`config.mk`:
```
export PLATFORM = sky130hd
export DESIGN_NAME = rv32i_ctrl_seq
export DESIGN_NICKNAME = d
export VERILOG_FILES = /design/src/rtl/rv32i_ctrl_seq.sv
export SDC_FILE = /design/constraint.sdc
export NUM_CORES = 1
export LEC_CHECK = 0
export CAP_MARGIN = 5
export CORE_UTILIZATION = 35
export DETAILED_ROUTE_END_ITERATION = 8
export PLACE_DENSITY = 0.76
export SYNTH_ARGS = -nofsm -noshare
export SYNTH_HDL_FRONTEND = slang
export SYNTH_SLANG_ARGS = --single-unit
```
`constraint.sdc`:
```
create_clock -name clk -period 2.6 [get_ports clk]
set_input_delay 0.26 -clock clk [delete_from_list [all_inputs] [get_ports clk]]
set_output_delay 0.26 -clock clk [all_outputs]
set_load 0.02 [all_outputs]
```
`src/rtl/rv32i_ctrl_seq.sv`:
```
`default_nettype none
// ============================================================================
// Module      : rv32i_ctrl_seq
// Description : Multi-cycle RV32I control sequencer. Accepts one instruction
//               at a time over a valid/ready handshake and steps it through
//               IDLE/EXEC/ADDR/LOAD/STORE, emitting one Datapath control word
//               per cycle plus data-memory strobes and branch resolution.
// Revision    : 1.0 - initial release
// ============================================================================
module rv32i_ctrl_seq #(
  parameter int         depth  = 32,
  parameter int         width  = 32,
  parameter int         SCR    = 31,
  parameter logic [3:0] FS_ADD = 4'b0010,
  parameter logic [3:0] FS_SUB = 4'b0101,
  parameter logic [3:0] FS_SLL = 4'b1101,
  parameter logic [3:0] FS_SRL = 4'b1110,
  parameter logic [3:0] FS_AND = 4'b1000,
  parameter logic [3:0] FS_OR  = 4'b1001,
  parameter logic [3:0] FS_XOR = 4'b1010
) (
  input  logic                     clk,
  input  logic                     rst,
  input  logic [width-1:0]         instr,
  input  logic                     instr_valid,
  output logic                     instr_ready,
  input  logic                     V,
  input  logic                     C,
  input  logic                     N,
  input  logic                     Z,
  output logic [$clog2(depth)-1:0] waddr,
  output logic [$clog2(depth)-1:0] raddr0,
  output logic [$clog2(depth)-1:0] raddr1,
  output logic                     MB,
  output logic [3:0]               FS,
  output logic                     MD,
  output logic [2:0]               wstrobe,
  output logic                     we,
  output logic [4:0]               shamnt,
  output logic [width-1:0]         ConsIn,
  output logic                     mem_we,
  output logic [2:0]               mem_wstrobe,
  output logic                     done,
  output logic                     br_valid,
  output logic                     br_taken,
  output logic [width-1:0]         br_offset,
  output logic                     illegal
);

  localparam int AW = $clog2(depth);

  localparam logic [6:0] OP_R  = 7'b0110011;
  localparam logic [6:0] OP_I  = 7'b0010011;
  localparam logic [6:0] OP_BR = 7'b1100011;
  localparam logic [6:0] OP_LD = 7'b0000011;
  localparam logic [6:0] OP_ST = 7'b0100011;

  // Scratch register index in instruction-field width and in address width
  localparam logic [4:0]    SCR_R = 5'(SCR);
  localparam logic [AW-1:0] SCR_A = AW'(SCR);

  typedef enum logic [2:0] {
    S_IDLE  = 3'd0,
    S_EXEC  = 3'd1,
    S_ADDR  = 3'd2,
    S_LOAD  = 3'd3,
    S_STORE = 3'd4
  } state_t;

  typedef enum logic [1:0] {
    CLS_ILL  = 2'd0,
    CLS_EXEC = 2'd1,
    CLS_MEM  = 2'd2
  } cls_t;

  state_t      state_q;
  logic [31:0] ir_q;
  logic        illegal_q;

  // The carry flag has no consumer among the supported branches
  logic unused_c;
  assign unused_c = C;

  // --------------------------------------------------------------------------
  // Classification of the instruction offered on the fetch port
  // --------------------------------------------------------------------------
  logic [6:0] a_op;
  logic [2:0] a_f3;
  logic [6:0] a_f7;
  logic [4:0] a_rd;
  logic [4:0] a_rs1;
  logic [4:0] a_rs2;
  cls_t       acc_cls;

  assign a_op  = instr[6:0];
  assign a_rd  = instr[11:7];
  assign a_f3  = instr[14:12];
  assign a_rs1 = instr[19:15];
  assign a_rs2 = instr[24:20];
  assign a_f7  = instr[31:25];

  // Decide where an accepted instruction goes; anything unlisted is illegal
  always_comb begin
    acc_cls = CLS_ILL;
    case (a_op)
      OP_R: begin
        if (a_f7 == 7'b0000000 &&
            (a_f3 == 3'b000 || a_f3 == 3'b111 || a_f3 == 3'b110 || a_f3 == 3'b100))
          acc_cls = CLS_EXEC;
        else if (a_f7 == 7'b0100000 && a_f3 == 3'b000)
          acc_cls = CLS_EXEC;
      end
      OP_I: begin
        case (a_f3)
          3'b000, 3'b111, 3'b110, 3'b100: acc_cls = CLS_EXEC;
          3'b001, 3'b101: if (a_f7 == 7'b0000000) acc_cls = CLS_EXEC;
          default: acc_cls = CLS_ILL;
        endcase
      end
      OP_BR: begin
        case (a_f3)
          3'b000, 3'b001, 3'b100, 3'b101: acc_cls = CLS_EXEC;
          default: acc_cls = CLS_ILL;
        endcase
      end
      // The scratch register carries the computed address, so a load/store
      // must not name it or the address would be clobbered or misread.
      OP_LD: begin
        if (a_f3 <= 3'b010 && a_rs1 != SCR_R && a_rd != SCR_R)
          acc_cls = CLS_MEM;
      end
      OP_ST: begin
        if (a_f3 <= 3'b010 && a_rs1 != SCR_R && a_rs2 != SCR_R)
          acc_cls = CLS_MEM;
      end
      default: acc_cls = CLS_ILL;
    endcase
  end

  // Sequencer state, instruction latch and one-cycle illegal pulse
  always_ff @(posedge clk) begin
    if (!rst) begin
      state_q   <= S_IDLE;
      ir_q      <= '0;
      illegal_q <= 1'b0;
    end else begin
      illegal_q <= 1'b0;
      case (state_q)
        S_IDLE: begin
          if (instr_valid) begin
            ir_q <= instr[31:0];
            case (acc_cls)
              CLS_EXEC: state_q <= S_EXEC;
              CLS_MEM:  state_q <= S_ADDR;
              default:  illegal_q <= 1'b1;
            endcase
          end
        end
        S_EXEC:  state_q <= S_IDLE;
        S_ADDR:  state_q <= (ir_q[6:0] == OP_LD) ? S_LOAD : S_STORE;
        S_LOAD:  state_q <= S_IDLE;
        S_STORE: state_q <= S_IDLE;
        default: state_q <= S_IDLE;
      endcase
    end
  end

  // --------------------------------------------------------------------------
  // Fields of the latched instruction
  // --------------------------------------------------------------------------
  logic [6:0]       op_q;
  logic [2:0]       f3_q;
  logic [AW-1:0]    rd_a;
  logic [AW-1:0]    rs1_a;
  logic [AW-1:0]    rs2_a;
  logic             rd_nz;
  logic [width-1:0] imm_i_x;
  logic [width-1:0] imm_s_x;
  logic [width-1:0] br_off_x;
  logic [3:0]       alu_fs;
  logic [2:0]       size_st;

  assign op_q     = ir_q[6:0];
  assign f3_q     = ir_q[14:12];
  assign rd_a     = AW'(ir_q[11:7]);
  assign rs1_a    = AW'(ir_q[19:15]);
  assign rs2_a    = AW'(ir_q[24:20]);
  assign rd_nz    = (ir_q[11:7] != 5'd0);
  assign imm_i_x  = {{(width-12){ir_q[31]}}, ir_q[31:20]};
  assign imm_s_x  = {{(width-12){ir_q[31]}}, ir_q[31:25], ir_q[11:7]};
  assign br_off_x = {{(width-13){ir_q[31]}}, ir_q[31], ir_q[7], ir_q[30:25],
                     ir_q[11:8], 1'b0};

  // Datapath function for ALU-class instructions; bit 30 selects SUB only on R-type
  always_comb begin
    case (f3_q)
      3'b000:  alu_fs = (op_q == OP_R && ir_q[30]) ? FS_SUB : FS_ADD;
      3'b001:  alu_fs = FS_SLL;
      3'b101:  alu_fs = FS_SRL;
      3'b100:  alu_fs = FS_XOR;
      3'b110:  alu_fs = FS_OR;
      3'b111:  alu_fs = FS_AND;
      default: alu_fs = FS_ADD;
    endcase
  end

  // Access size strobe for loads/stores: byte, half, word
  always_comb begin
    case (f3_q[1:0])
      2'b00:   size_st = 3'b001;
      2'b01:   size_st = 3'b010;
      default: size_st = 3'b100;
    endcase
  end

  // Control word for the current cycle; everything held at 0 while in reset
  always_comb begin
    instr_ready = 1'b0;
    waddr       = '0;
    raddr0      = '0;
    raddr1      = '0;
    MB          = 1'b0;
    FS          = '0;
    MD          = 1'b0;
    wstrobe     = '0;
    we          = 1'b0;
    shamnt      = '0;
    ConsIn      = '0;
    mem_we      = 1'b0;
    mem_wstrobe = '0;
    done        = 1'b0;
    br_valid    = 1'b0;
    br_taken    = 1'b0;
    br_offset   = '0;
    illegal     = 1'b0;
    if (rst) begin
      illegal = illegal_q;
      case (state_q)
        S_IDLE: instr_ready = 1'b1;
        S_EXEC: begin
          done   = 1'b1;
          raddr0 = rs1_a;
          if (op_q == OP_BR) begin
            raddr1    = rs2_a;
            FS        = FS_SUB;
            br_valid  = 1'b1;
            br_offset = br_off_x;
            case (f3_q)
              3'b000:  br_taken = Z;
              3'b001:  br_taken = ~Z;
              3'b100:  br_taken = N ^ V;
              default: br_taken = ~(N ^ V);
            endcase
          end else begin
            waddr   = rd_a;
            we      = rd_nz;
            wstrobe = rd_nz ? 3'b100 : 3'b000;
            FS      = alu_fs;
            if (op_q == OP_R) begin
              raddr1 = rs2_a;
            end else if (f3_q == 3'b001 || f3_q == 3'b101) begin
              shamnt = ir_q[24:20];
            end else begin
              MB     = 1'b1;
              ConsIn = imm_i_x;
            end
          end
        end
        // Effective address goes into the scratch register, even when rd is x0
        S_ADDR: begin
          waddr   = SCR_A;
          raddr0  = rs1_a;
          MB      = 1'b1;
          FS      = FS_ADD;
          ConsIn  = (op_q == OP_LD) ? imm_i_x : imm_s_x;
          we      = 1'b1;
          wstrobe = 3'b100;
        end
        S_LOAD: begin
          done    = 1'b1;
          waddr   = rd_a;
          raddr0  = SCR_A;
          MD      = 1'b1;
          we      = rd_nz;
          wstrobe = rd_nz ? size_st : 3'b000;
        end
        S_STORE: begin
          done        = 1'b1;
          raddr0      = SCR_A;
          raddr1      = rs2_a;
          mem_we      = 1'b1;
          mem_wstrobe = size_st;
        end
        default: instr_ready = 1'b0;
      endcase
    end
  end

endmodule
`default_nettype wire

```
==> results.txt, run 1 <==
clk_lat worst skew: 0.28 ns
CTS tree: built
area grow syn2layout: 54.3%
reported max-cap violation count: 0
CTS max path bufs: 2
post-synthesis sequential area ratio: 27.4%
RSZ-0062 raised after global routing: no
R2R cell count: 5
Die X-Extent: 88.7 µm
top post-synthesis cells by area: dfxtp_1 (27%), buf_4 (13%), nand2_1 (10%)
Cells after Synth: 356
H-tree depth: 2
Clock Skew: 0.00680 ns
layout cells sized above 1: 9.68%
die area: 0.00787 mm²
Via Count: 2793
Leak: 0.00231 µW
crit-path max FO: 7
share of Yosys cell area claimed by the top area cell type: 27.4%
required time worst endpoint: 2.34 ns
DP Area: 0.00392 mm²
Tcrit/Tclk final: 97.1%
slowest stage cell on the critical path: clkdlybuf4s50_1
clk slew on worst S/H paths: 0.08 ns
Post-CTS Setup Inserts: 0
Internal: 922 µW
chip height: 88.7 µm
DP HPWL: 6200 µm
peak supply drop: 0.274 mV
Reg2Reg Capture Point: ir_q[7]
CTS Buf Count: 5
Core Util, Final: 55.9%
cell count after placement: 557
Worst Setup Start Kind: input pin
Rel. slew slack: 61.3%
Seq pwr share: 49.1%
register-to-register setup slack: 1.06 ns
slowest cell delay on critical path: 0.62 ns
root buf cell: clkbuf_8
prevailing post-synth register cell: dfxtp_1
# nets final: 505
cell chain of the critical path: clkdlybuf4s50_1 -> nor4bb_2 -> and3_2 -> buf_4 -> clkdlybuf4s50_1
Post-synth EDFFs: 0
Tightest Pin Transition: 0.578 ns
Post-CTS Hold Fix Bufs: 0
gp weighted congestion: 0.786
io pins: 142
Distinct cells, synth: 46
first-pass GRT wire length: 11800 µm
Worst setup endpoint: br_valid
fin. max-slew vios: 0
Data arrival, critical path: 2.27 ns
CP dominant cell by count: clkdlybuf4s50_1
FP Rows: 31
GRT Total Usage: 19.3%
Hold Crit Class: reg2reg
WL met2: 3920 µm
drt first-iter violations: 89
power per cell area: 305 mW/mm²
Fin. Hold Viols: 0
routed len/inst: 14.0 µm
Synth area leader: dfxtp_1
pin count of the biggest net entering global routing: 34
max frequency: 0.396 GHz
post-route design area: 0.00406 mm²
port buffer count: 139
vias per cell: 4.95
reg2reg start: state_q[2]
hold depth: 2
Sink Count: 36
Pwr Total: 1240 µW
WL final: 7920 µm
post-synthesis cell area: 0.00263 mm²
fin cells: 564
M1 wire length: 3320 µm
Post-Syn Nets: 396
DRC viols: 0
Yosys warning count: 0
initial antenna violation count: 0
CP Capture Type: output port
vias in the first global route: 2468
minimum clock period: 2.53 ns
Core Box Area: 0.00725 mm²
total grt overflow: 0
highest metal used: met4
met3 wire len: 568 µm
P_sw: 316 µW
Gate power share: 15.9%
syn avg cell area: 7.39 µm²
switch share: 25.5%
post-route ant nets: 0
post-synthesis async set-or-reset flop share: 0%
CP startpoint: rst
Clk pwr share: 34.9%
FF+latch count, synth: 36
# setup viols final: 0
number of diodes: 0
Initial Util: 36.3%
crit path kind: in2out
DRT Pass-1 Iters: 5
outcome: finished, final reports clean
## what timing repair did
action                     CTS  global route
setup endpoints to repair   57            31
resized for setup           52            31
gates cloned                 0             0
## logic make-up after synthesis
kind of cell	synth area share, %
and+or+nand+nor	34.5
AOI/OAI and AO/OA	20.3
buffers and inverters	16.5
DFF	27.4
xor gates and xnor gates	0.666
adders and majority gates	0.476
other	0.143
## layout make-up
class | instances | area [µm²]
clock buffers | 7 | 96.3
fillers | 696 | 3200
inverters | 9 | 33.8
multi-input cells | 252 | 1500
flip-flops and latches | 36 | 722
well taps | 99 | 124
repair buffers | 161 | 1580
## critical path: cells and delay by family
family	cells	cell delay [ns]
buf+inv	3	1.33
simple gates	2	0.68
## state kept, by name (all words and copies together), names as in the netlist
signal	count
ir_q	32
state_q	3
illegal_q	1
## power groups by stage
stage                     Sequential (µW)  Combinational, µW  Clock [µW]
after global routing                  612                217         467
final                                 608                197         432
after CTS                             608                197         438
after floorplan                       608                108           0
after detailed placement              620                196           0
after global placement                619                191           0
## placed cells by master, fill, tap and decap left out, drive strengths merged, types with 2 or more instances in the layout
cell	Yosys	layout
nand2	73	73
clkdlybuf4s50	0	62
dlygate4sd2	0	48
dfxtp	36	36
a21boi	34	34
dlymetal6s2s	0	29
and2	22	22
buf	52	22
nor2b	18	18
a21oi	16	16
o21ai	11	11
nor2	10	10
inv	9	9
and3	8	8
clkbuf	7	7
nand3	6	6
nor3	6	6
a22o	6	6
nand2b	5	5
nand4	4	4
a31oi	4	4
nand4b	3	3
nor4bb	3	3
or2	3	3
nor4	2	2
a21o	2	2
nand4bb	2	2
nor4b	2	2
## synth_stat cells, drive strengths merged (7+ instances only)
master / instances
o21ai: 11
nand2: 73
buf: 52
and2: 22
and3: 8
clkbuf: 7
dfxtp: 36
nor2b: 18
a21oi: 16
inv: 9
nor2: 10
a21boi: 34
## metal layers
metal	global-route usage, %	vias to the layer above
li1	-	1379
met1	22.4	1299
met2	34.4	105
met3	4.48	10
met5	0	-
met4	7.18	0
## worst min path at each step
stage | start | slack, ns | end
3_3_place_gp | ir_q[3] | 0.44 | ir_q[3]
5_1_grt | ir_q[1] | 0.48 | ir_q[1]
4_1_cts | ir_q[1] | 0.46 | ir_q[1]
6_report | ir_q[18] | 0.46 | ir_q[18]
2_1_floorplan | instr[0] | 0.39 | ir_q[0]
3_5_place_dp | ir_q[1] | 0.44 | ir_q[1]
## through the flow
step	setup WS, ns	hold slack (ns)	TNS, ns
CTS	0.00805	0.460	0
global route	0.00789	0.478	0
detailed placement	-0.136	0.445	-4.75
finish	0.0744	0.457	0
floorplan	0.0249	0.395	0
global placement	-0.114	0.440	-3.94
No activity file was read; power rests on OpenSTA's default activity.
==> run 2: changes to the inputs <==
--- a/config.mk
+++ b/config.mk
@@ -12,3 +12,4 @@
 export SYNTH_ARGS = -nofsm -noshare
 export SYNTH_HDL_FRONTEND = slang
 export SYNTH_SLANG_ARGS = --single-unit
+export TNS_END_PERCENT = 50
==> results of run 2 <==
No change in the layout: final DEF, timing and power equal those of run 1.
==> run 3: changes to the inputs <==
--- a/config.mk
+++ b/config.mk
@@ -7,6 +7,7 @@
 export LEC_CHECK = 0
 export CAP_MARGIN = 5
 export CORE_UTILIZATION = 35
+export CTS_BUF_LIST = sky130_fd_sc_hd__clkbuf_4 sky130_fd_sc_hd__clkbuf_8
 export DETAILED_ROUTE_END_ITERATION = 8
 export PLACE_DENSITY = 0.76
 export SYNTH_ARGS = -nofsm -noshare
==> results of run 3 <==
No change in the layout: final DEF, timing and power equal those of run 1.
